==> config.mk <==
export PLATFORM = sky130hd
export DESIGN_NAME = carry_save_mult_seq
export DESIGN_NICKNAME = d
export VERILOG_FILES = /design/src/rtl/carry_save_mult_seq.sv
export SDC_FILE = /design/constraint.sdc
export NUM_CORES = 1
export LEC_CHECK = 0
export CORE_MARGIN = 5
export CORE_UTILIZATION = 30
export CTS_BUF_LIST = sky130_fd_sc_hd__clkbuf_4
export CTS_CLUSTER_DIAMETER = 40
export DETAILED_ROUTE_END_ITERATION = 6
export PLACE_DENSITY_LB_ADDON = 0.15
export SLEW_MARGIN = 20
export SYNTH_ARGS = -nofsm -noshare
export SYNTH_HDL_FRONTEND = slang
export SYNTH_SLANG_ARGS = --single-unit
==> constraint.sdc <==
create_clock -name clk -period 3.55 [get_ports clk]
set_clock_uncertainty 0.1 [all_clocks]
set_input_delay 0.71 -clock clk [delete_from_list [all_inputs] [get_ports clk]]
set_output_delay 0.71 -clock clk [all_outputs]
set_load 0.02 [all_outputs]
==> src/rtl/carry_save_mult_seq.sv <==
// carry_save_mult_seq: sequential carry-save multiplier, one 3:2 row per cycle, ripple merge, valid/ready both sides (signed Baugh-Wooley when CSM_SIGNED_EN is defined)
module carry_save_mult_seq #(
  parameter int WIDTH = 8
) (
  input  logic               clk,
  input  logic               rst,
  input  logic               in_valid,
  output logic               in_ready,
  input  logic [WIDTH-1:0]   factor1,
  input  logic [WIDTH-1:0]   factor2,
  output logic               out_valid,
  input  logic               out_ready,
  output logic [2*WIDTH-1:0] product,
  output logic               busy
);
  localparam int RW = (WIDTH > 2) ? $clog2(WIDTH) : 1;
  typedef enum logic [1:0] {IDLE, ACCUM, MERGE, DONE} state_t;
  state_t state;
  logic [WIDTH-1:0] a, b, lo;
  logic [WIDTH:0] sum, carry, pp, s, c;
  logic [RW-1:0] row;
  logic last;
  always_comb begin
    last = row == RW'(WIDTH - 1);
`ifdef CSM_SIGNED_EN
    pp = {1'b0, (a & {WIDTH{b[0]}}) ^ (last ? {1'b0, {(WIDTH-1){1'b1}}} : {1'b1, {(WIDTH-1){1'b0}}})};
`else
    pp = {1'b0, a & {WIDTH{b[0]}}};
`endif
    s = pp ^ sum ^ carry;
    c = (pp & sum) | (pp & carry) | (sum & carry);
  end
  assign in_ready  = state == IDLE;
  assign out_valid = state == DONE;
  assign busy      = (state == ACCUM) || (state == MERGE);
  always_ff @(posedge clk) begin
    if (rst) begin
      state   <= IDLE;
      a       <= '0;
      b       <= '0;
      lo      <= '0;
      sum     <= '0;
      carry   <= '0;
      row     <= '0;
      product <= '0;
    end else begin
      case (state)
        IDLE: if (in_valid) begin
          a     <= factor1;
          b     <= factor2;
          sum   <= '0;
`ifdef CSM_SIGNED_EN
          carry <= {1'b1, {WIDTH{1'b0}}};
`else
          carry <= '0;
`endif
          row   <= '0;
          state <= ACCUM;
        end
        ACCUM: begin
          lo  <= {s[0], lo[WIDTH-1:1]};
          sum <= {1'b0, s[WIDTH:1]};
`ifdef CSM_SIGNED_EN
          carry <= {c[WIDTH] | (row == RW'(WIDTH - 2)), c[WIDTH-1:0]};
`else
          carry <= c;
`endif
          b     <= b >> 1;
          row   <= row + 1'b1;
          state <= last ? MERGE : ACCUM;
        end
        MERGE: begin
          product <= {sum[WIDTH-1:0] + carry[WIDTH-1:0], lo};
          state   <= DONE;
        end
        DONE: if (out_ready) state <= IDLE;
        default: state <= IDLE;
      endcase
    end
  end
endmodule
==> impl_metrics.csv, run 1 <==
group,metric,value,unit
sta,min_period,2.64,ns
grt,grtUsageTotal,0.112,
clock_tree,clockBufferDepth,2,
routing,post_drt_wl_per_cell,12.1,um
clock_tree,htreeDepth,3,
layout,fill_cells,1019,
die,coreArea,0.00959,sq mm
logic_synthesis,synthCells,313,
routing,antenna_left,0,
die,io_pins,39,
logic_synthesis,yosys.area_share.adder,0.117,
clock_tree,cts-root-buf,"clkbuf_4",
setup_path,worstSetupPathType,"reg2out",
sta,rsz0062_at_grt,"no",
setup_path,crit_arrival,1.83,ns
die,die_x,108,um
clock_tree,cts_resized,0,
sta,max_freq,379,MHz
grt,grt.overflow.total,0,
grt,use_met2,0.162,
routing,drt_iter0_drc,30,
grt,top_usage_layer,"met2",
logic_synthesis,avgSynthCellArea,9.29,sq um
logic_synthesis,synthMuxAreaShare,0.0934,
layout,final_cells,486,
sta,relSlewSlack,0.401,
routing,drc,0,
layout,antennaDiodeCount,0,
logic_synthesis,synth_commonest_cells,"dfxtp_1 (60), nor2_1 (48), nand2_1 (28)",
die,die-area,0.0118,sq mm
logic_synthesis,synth_top_area_share,0.413,
power_and_ir_drop,p_leak,1.33,nW
die,core.rowCount,36,
run,drv_cap,0,
sta,drv_slew,0,
setup_path,crit_fanout,6,
grt,grt_start_max_net_pins,51,
logic_synthesis,yosysWarnings,0,
sta,worst_pin_slew,0.898,ns
min_path,hold_path_class,"reg2reg",
power_and_ir_drop,p_per_area,369,mW/mm^2
routing,dr.pass1.iters,4,
logic_synthesis,synth_flop_cell,"dfxtp_1",
grt,grt_pass1_vias,2203,
sta,fin_crit_sh,0.743,
setup_path,required,2.74,ns
sta,finalSetupViolations,0,
logic_synthesis,synth_area_leaders,"dfxtp_1 (41%), mux2i_1 (9.0%), ha_1 (6.9%), nor2_1 (6.2%), fa_1 (4.8%)",
logic_synthesis,synth_top_family_by_area,"simple AND/OR/NAND/NOR gates",
logic_synthesis,synth_compound_area_frac,0.150,
logic_synthesis,synth_cell_types,42,
grt,antenna_found_initial,0,
logic_synthesis,synth_seq_area_share,0.413,
sta,setup_tns,0,ns
layout,syn_to_final_growth,20.3,%
placed_design,gp_congestion,0.734,
clock_tree,holdBufCountCts,0,
die,start_util,0.303,
placed_design,dp_hpwl,4220,um
power_and_ir_drop,vdd_drop_max,0.138,mV
grt,grt_first_pass_wirelength,10400,um
clock_tree,clkSlewWorstSetupHoldPaths,0.10,ns
clock_tree,clk_latency,0.40,ns
placed_design,dp_cells,470,
clock_tree,numClockSinks,60,
clock_tree,cts_tree,"built",
logic_synthesis,synth_edf_count,0,
logic_synthesis,async_reset_ff_frac,0,
logic_synthesis,synthSimpleGateAreaFrac,0.164,
logic_synthesis,synth_seq_cells,60,
layout,drive_gt1_frac,0.0850,
routing,post_drt_via_cell_ratio,4.46,
logic_synthesis,synth.most_common_cell,"dfxtp_1",
sta,hold_viol,0,
placed_design,port_buffers,38,
routing,wirelength,5900,um
die,die_y,108,um
grt,met3_usage,0.0484,
run_status,status,"completed",
clock_tree,post_cts_buffers,0,
setup_path,crit_path_end_kind,"primary output",
logic_synthesis,synth_xor_area_frac,0.00602,
logic_synthesis,synth_nets,356,
setup_path,cp-start-kind,"flop",
grt,use_met1,0.149,
routing,dr_total_vias,2169,
clock_tree,numCtsBuffers,9,
logic_synthesis,synth_top_cell_by_area,"dfxtp_1",
layout,fin_nets,391,
logic_synthesis,syn-cell-area,0.00291,sq mm
-- worst max-delay path, cell delays in order (launching register included) --
cell and delay, ns:
dfxtp_1 0.35, inv_1 0.13, ha_1 0.30, clkdlybuf4s50_1 0.65
-- layout make-up --
cell class	instances	area (sq um)	share of cell area
Inverter	19	71.3	0.0204
Timing Repair Buffer	42	405	0.116
Sequential cell	60	1200	0.343
Multi-Input combinational cell	216	1540	0.441
Clock inverter	5	28.8	0.00823
Tap cell	133	166	0.0476
Clock buffer	11	82.6	0.0236
-- report_power, final --
part / switching (mW) / total (mW) / internal, mW
combinational: 0.0987 / 0.177 / 0.0782
clock: 0.245 / 0.402 / 0.156
sequential: 0.0164 / 0.712 / 0.696
total: 0.361 / 1.29 / 0.930
-- path summary, 6_finish.rpt --
check	startpoint	to	slack, ns	depth (start not counted)
worst max-delay path	flop	in_ready	0.91	3
worst min-delay path	a[4]$_SDFFE_PP0P_	a[4]$_SDFFE_PP0P_	0.36	2
worst max register to register	flop	b[5]$_SDFFE_PP0P_	1.51	7
worst min register to register	a[4]$_SDFFE_PP0P_	a[4]$_SDFFE_PP0P_	0.36	2
-- logic make-up after synthesis --
group / after synthesis
compound gates: 60
flops: 60
fa+ha+maj: 23
buf+inv: 37
xor+xnor: 2
mux: 27
simple gates: 104
-- state kept, by name, summed over array words and instances, names as in the netlist, named ones only --
| name | cells |
|---|---|
| carry | 8 |
| state | 1 |
| sum | 7 |
| b | 8 |
| a | 8 |
| product | 16 |
| lo | 8 |
| row | 3 |
-- layout by cell type, fill, tap and decap left out, types with 2 or more instances in the layout --
| master | Yosys | final |
|---|---|---|
| a21oi_1 | 15 | 15 |
| nor3_1 | 2 | 2 |
| nand2b_1 | 3 | 3 |
| a21o_1 | 2 | 2 |
| a211oi_1 | 10 | 10 |
| ha_1 | 16 | 16 |
| dfxtp_1 | 60 | 60 |
| nand3b_1 | 4 | 4 |
| nor2_1 | 48 | 48 |
| clkbuf_4 | 0 | 11 |
| and2_1 | 3 | 3 |
| clkinv_2 | 0 | 4 |
| mux2i_1 | 26 | 26 |
| a2bb2oi_1 | 13 | 13 |
| o21ai_0 | 4 | 4 |
| fa_1 | 7 | 7 |
| clkdlybuf4s50_1 | 0 | 37 |
| nand2_1 | 28 | 28 |
| a22oi_1 | 6 | 6 |
| a31oi_1 | 2 | 2 |
| buf_4 | 4 | 4 |
| nor3b_1 | 6 | 6 |
| nand3_1 | 4 | 4 |
| inv_1 | 19 | 19 |
-- metrics by stage --
stage               setup WS, ns  hold WS (ns)   util  total power [mW]  area (sq um)
global route               0.804         0.393  0.365              1.37          3500
floorplan                   1.77         0.332      -             0.861          2910
global placement            1.21         0.344  0.353             0.908          3390
detailed placement          1.19         0.351  0.353             0.909          3390
CTS                        0.860         0.367  0.365              1.32          3500
finish                     0.912         0.360  0.365              1.29          3500
-- layer usage --
layer / routed length [um] / vias up / share of wire
met5: 0 / - / 0
met3: 398 / 10 / 0.068
met2: 2420 / 50 / 0.41
met4: 110 / 0 / 0.019
met1: 2960 / 964 / 0.50
li1: - / 1145 / -
Note: power is estimated with default switching activity, not from simulation.
==> inputs of run 2 (changes only) <==
clock period = 2.6 ns   (was 3.55 ns; I/O delays follow)
==> run 2 against run 1 <==
  * First-iteration DRC count rose by 140%
  * Sequential cell count did not move
  * Critical path depth unchanged
  * Critical path type unchanged
  * Largest power group unchanged
==> impl_metrics.csv, run 2 (same netlist as run 1, synthesis figures left out) <==
group,metric,value,unit
layout,largest_reg_flops,16,
clock_tree,cts-root-buf,"clkbuf_4",
setup_path,r2r-end,"b[5]$_SDFFE_PP0P_",
die,io_pins,39,
run,drv_cap,0,
power_and_ir_drop,share_comb_of_total_power,0.131,
die,core.rowCount,36,
die,die-area,0.0118,sq mm
routing,wirelength,6050,um
power_and_ir_drop,swShare,0.275,
grt,use_met1,0.152,
layout,final_common_cell,"dfxtp_1",
setup_path,crit_arrival,1.84,ns
power_and_ir_drop,p_sw,516,uW
layout,fin_nets,393,
setup_path,required,1.98,ns
min_path,hold_depth,2,
sta,worst_pin_slew,0.573,ns
setup_path,worst_path_max_delay_cell,"clkdlybuf4s50_1",
placed_design,gp_congestion,0.706,
grt,top_usage_layer,"met2",
setup_path,max_stage_delay,0.66,ns
grt,grt_pass1_vias,2300,
routing,drc,0,
clock_tree,post_cts_buffers,0,
grt,use_met2,0.176,
run_status,status,"completed",
setup_path,cp_top_family,"buffers and inverters",
sta,drv_slew,0,
setup_path,worstSetupPathType,"reg2out",
min_path,hold_path_class,"reg2reg",
power_and_ir_drop,p_int,1.36,mW
power_and_ir_drop,p_per_area,531,mW/mm^2
grt,grt_start_max_net_pins,31,
clock_tree,cts_tree,"built",
power_and_ir_drop,p_leak,1.34,nW
setup_path,crit_path_cell_trace,"inv_1 -> ha_1 -> clkdlybuf4s50_1",
setup_path,crit_fanout,6,
setup_path,cp-start-kind,"flop",
routing,dr.pass1.iters,4,
min_path,hp-start,"a[7]$_SDFFE_PP0P_",
sta,max_freq,407,MHz
grt,grt_first_pass_wirelength,10800,um
layout,drive_gt1_frac,0.0901,
placed_design,dp_cells,472,
layout,final_area,0.00354,sq mm
layout,layout_common_cells,"dfxtp_1 (60), nor2_1 (48), clkdlybuf4s50_1 (37)",
layout,regMostFlops,"product",
die,die_y,108,um
clock_tree,htreeDepth,3,
clock_tree,cts_resized,0,
placed_design,dp_hpwl,4350,um
grt,grtUsageTotal,0.116,
sta,finalSetupViolations,0,
layout,syn_to_final_growth,21.7,%
grt,met3_usage,0.0448,
setup_path,crit_cells,3,
min_path,hold_end,"a[7]$_SDFFE_PP0P_",
setup_path,r2r_slack,0.57,ns
routing,dr_total_vias,2207,
clock_tree,numClockSinks,60,
placed_design,placed_area,0.00340,sq mm
power_and_ir_drop,vdd_drop_max,0.272,mV
layout,antennaDiodeCount,0,
sta,hold_viol,0,
routing,drt_iter0_drc,73,
placed_design,port_buffers,38,
clock_tree,holdBufCountCts,0,
setup_path,crit_path_end_kind,"primary output",
layout,final_cells,488,
power_and_ir_drop,pwr-share-clk,0.352,
routing,post_drt_wl_per_cell,12.4,um
sta,rsz0062_at_grt,"no",
routing,antenna_left,0,
setup_path,r2r_cells,6,
grt,antenna_found_initial,0,
grt,grt.overflow.total,0,
routing,post_drt_via_cell_ratio,4.52,
clock_tree,clockBufferDepth,2,
clock_tree,clkSlewWorstSetupHoldPaths,0.11,ns
setup_path,critPathBufInv,2,
clock_tree,numCtsBuffers,9,
sta,fin_crit_sh,0.945,
die,start_util,0.303,
sta,min_period,2.46,ns
sta,setup_tns,0,ns
die,die_x,108,um
sta,relSlewSlack,0.618,
power_and_ir_drop,p_seq_frac,0.517,
die,coreArea,0.00959,sq mm
clock_tree,clk_latency,0.39,ns
## run 2: cell types whose count changed in the layout (fill, tap and decap cells not counted)
cell        delta
bufinv_16      +1
clkinv_4       -1
clkbuf_4       -1
inv_6          +1
clkinv_2       -2
buf_4          +2
clkinvlp_4     +2
## run 2: cell type report
class	count	area, sq um
Clock buffer	10	75.1
Sequential cell	60	1200
Multi-Input combinational cell	216	1540
Inverter	19	71.3
Fill cell	982	6050
Timing Repair Buffer	44	420
Tap cell	133	166
Clock inverter	6	63.8
## run 2: how the worst max path moves through the flow
| stage | slack (ns) | from | endpoint |
|---|---|---|---|
| floorplan | 0.82 | state[0]$_SDFFE_PP0P_ | row[0]$_SDFFE_PP0P_ |
| global placement | 0.46 | in_valid | row[0]$_SDFFE_PP0P_ |
| detailed placement | 0.45 | in_valid | row[1]$_SDFFE_PP0P_ |
| CTS | 0.11 | flop | in_ready |
| global route | 0.03 | flop | in_ready |
| finish | 0.14 | flop | in_ready |
## run 2: layer usage
layer / wire (um) / vias to the layer above
li1: - / 1147
met1: 3120 / 1004
met2: 2500 / 49
met3: 372 / 7
met4: 61 / 0
met5: 0 / -
## run 2: metrics by stage
| stage | setup WS, ns | util | hold WS [ns] | total power, mW |
|---|---|---|---|---|
| global route | 0.0255 | 0.369 | 0.387 | 2.00 |
| CTS | 0.113 | 0.369 | 0.364 | 1.92 |
| finish | 0.144 | 0.369 | 0.359 | 1.88 |
| global placement | 0.463 | 0.354 | 0.344 | 1.24 |
| floorplan | 0.815 | - | 0.332 | 1.18 |
| detailed placement | 0.451 | 0.354 | 0.347 | 1.24 |
## run 2: power groups by stage
stage / Clock [mW] / Combinational, mW / Sequential (mW)
finish: 0.661 / 0.246 / 0.972
global route: 0.744 / 0.276 / 0.978
CTS: 0.694 / 0.251 / 0.973
detailed placement: 0 / 0.250 / 0.993
global placement: 0 / 0.249 / 0.994
floorplan: 0 / 0.192 / 0.984
## run 2: tightest hold or removal path: stages (launching register included)
cell and delay [ns]:
dfxtp_1 0.32, nand2_1 0.05, a21oi_1 0.05
==> inputs of run 3 (changes only) <==
CAP_MARGIN = 40   (was default)
CELL_PAD_IN_SITES_DETAIL_PLACEMENT = 0   (was default)
CELL_PAD_IN_SITES_GLOBAL_PLACEMENT = 1   (was default)
DONT_BUFFER_PORTS = 1   (was default)
==> run 3 against run 2 <==
  * Combinational power fell by 22%
  * Fmax is 19% higher
  * Largest power group unchanged
  * Largest cell class unchanged
  * Worst setup slack gained 0.39 ns
  * Hold slack got worse by 0.27 ns
  * Critical endpoint is now row[0]$_SDFFE_PP0P_
==> impl_metrics.csv, run 3 (same netlist as run 1, synthesis figures left out) <==
group,metric,value,unit
power_and_ir_drop,swShare,0.263,
routing,wirelength,6310,um
sta,drv_slew,0,
grt,grt_first_pass_wirelength,10400,um
die,io_pins,39,
setup_path,crit_fanout,18,
layout,fin_nets,351,
routing,drc,0,
layout,antennaDiodeCount,0,
setup_path,crit_path_end_kind,"flop",
power_and_ir_drop,p_leak,1.19,nW
die,start_util,0.303,
power_and_ir_drop,p_per_area,608,mW/mm^2
die,die-area,0.0118,sq mm
layout,drive_gt1_frac,0.0831,
power_and_ir_drop,p_int,1.41,mW
die,die_y,108,um
clock_tree,holdBufCountCts,0,
sta,fin_crit_sh,0.795,
layout,fill_cells,1031,
min_path,hold_path_class,"in2reg",
grt,antenna_found_initial,0,
clock_tree,numClockSinks,60,
setup_path,crit-reg2reg-launch,"state[0]$_SDFFE_PP0P_",
placed_design,dp_cells,430,
layout,regMostFlops,"product",
clock_tree,clockBufferDepth,2,
sta,relSlewSlack,0.571,
clock_tree,numCtsBuffers,9,
routing,post_drt_wl_per_cell,14.2,um
placed_design,gp_congestion,0.745,
power_and_ir_drop,power,1.92,mW
die,core.rowCount,36,
grt,grt_start_max_net_pins,70,
clock_tree,cts_resized,0,
placed_design,dp_slack,0.514,ns
setup_path,worstSetupPathType,"reg2reg",
die,coreArea,0.00959,sq mm
layout,final_common_cell,"dfxtp_1",
layout,multi_input_area,0.00154,sq mm
sta,setup_tns,0,ns
power_and_ir_drop,p_seq_frac,0.506,
setup_path,crit_arrival,2.31,ns
layout,seq_area,0.00120,sq mm
sta,setup_ws,0.533,ns
routing,post_drt_via_cell_ratio,4.69,
grt,grt_pass1_vias,2023,
layout,layout_common_cells,"dfxtp_1 (60), nor2_1 (48), nand2_1 (28)",
sta,worst_pin_slew,0.643,ns
power_and_ir_drop,p_sw,505,uW
sta,hold_viol,0,
power_and_ir_drop,pwr-share-clk,0.393,
layout,final_cells,446,
setup_path,crit_path_start,"state[0]$_SDFFE_PP0P_",
routing,antenna_left,0,
routing,dr_total_vias,2090,
clock_tree,clkSlewWorstSetupHoldPaths,0.11,ns
clock_tree,post_cts_buffers,0,
placed_design,port_buffers,0,
clock_tree,htreeDepth,3,
setup_path,cp-start-kind,"flop",
clock_tree,cts-root-buf,"clkbuf_4",
layout,syn_to_final_growth,8.48,%
routing,drt_iter0_drc,76,
power_and_ir_drop,vdd_drop_max,0.227,mV
sta,rsz0062_at_grt,"no",
routing,dr.pass1.iters,4,
sta,max_freq,484,MHz
clock_tree,clk_latency,0.40,ns
setup_path,required,2.85,ns
power_and_ir_drop,share_comb_of_total_power,0.101,
grt,grtUsageTotal,0.116,
run,drv_cap,0,
grt,grt.overflow.total,0,
run_status,status,"completed",
clock_tree,cts_tree,"built",
placed_design,dp_hpwl,4300,um
layout,largest_reg_flops,16,
die,die_x,108,um
sta,min_period,2.07,ns
sta,finalSetupViolations,0,
min_path,hp-start,"rst",
==> run 3: worst max-delay path: stages, from the launching register on <==
cell and delay [ns]:
dfxtp_1 0.41, inv_1 0.10, ha_1 0.35, and2_1 0.34, a21oi_4 0.47, mux2i_1 0.14, nor2_1 0.10
==> run 3: final cells by class <==
class / instances / share of cell area
clock inverter: 7 / 0.0290
multi-input combinational: 216 / 0.489
sequential: 60 / 0.381
timing repair buffer: 2 / 0.00476
tap: 133 / 0.0528
inverter: 19 / 0.0226
clock buffer: 9 / 0.0214
==> run 3: metal layers <==
| layer | track usage | part of all wire | routed length [um] |
|---|---|---|---|
| met1 | 0.147 | 0.48 | 3020 |
| met2 | 0.184 | 0.47 | 2970 |
| met5 | 0 | 0 | 0 |
| met4 | 0.0541 | 0.019 | 123 |
| met3 | 0.0304 | 0.031 | 198 |
==> run 3: path summary, 6_finish.rpt <==
check | cells past startpoint | to | slack [ns]
worst max register to register | 6 | row[0]$_SDFFE_PP0P_ | 0.53
worst min register to register | 2 | a[7]$_SDFFE_PP0P_ | 0.36
worst min-delay path | 1 | carry[4]$_SDFFE_PP0P_ | 0.09
worst max-delay path | 6 | row[0]$_SDFFE_PP0P_ | 0.53
==> run 3: power by group through the flow <==
stage | Sequential (mW) | Combinational [mW] | Clock, mW
after floorplan | 0.984 | 0.192 | 0
after global placement | 0.992 | 0.196 | 0
after detailed placement | 0.993 | 0.197 | 0
after CTS | 0.973 | 0.198 | 0.796
after global routing | 0.978 | 0.219 | 0.834
final | 0.971 | 0.193 | 0.754
==> run 3: metrics by stage <==
step,area (sq um),utilization,hold WS [ns]
after floorplan,2910,-,0.332
final,3150,0.329,0.0898
after CTS,3150,0.329,0.0350
after detailed placement,3000,0.312,0.341
after global routing,3150,0.329,0.0345
after global placement,3000,0.312,0.338
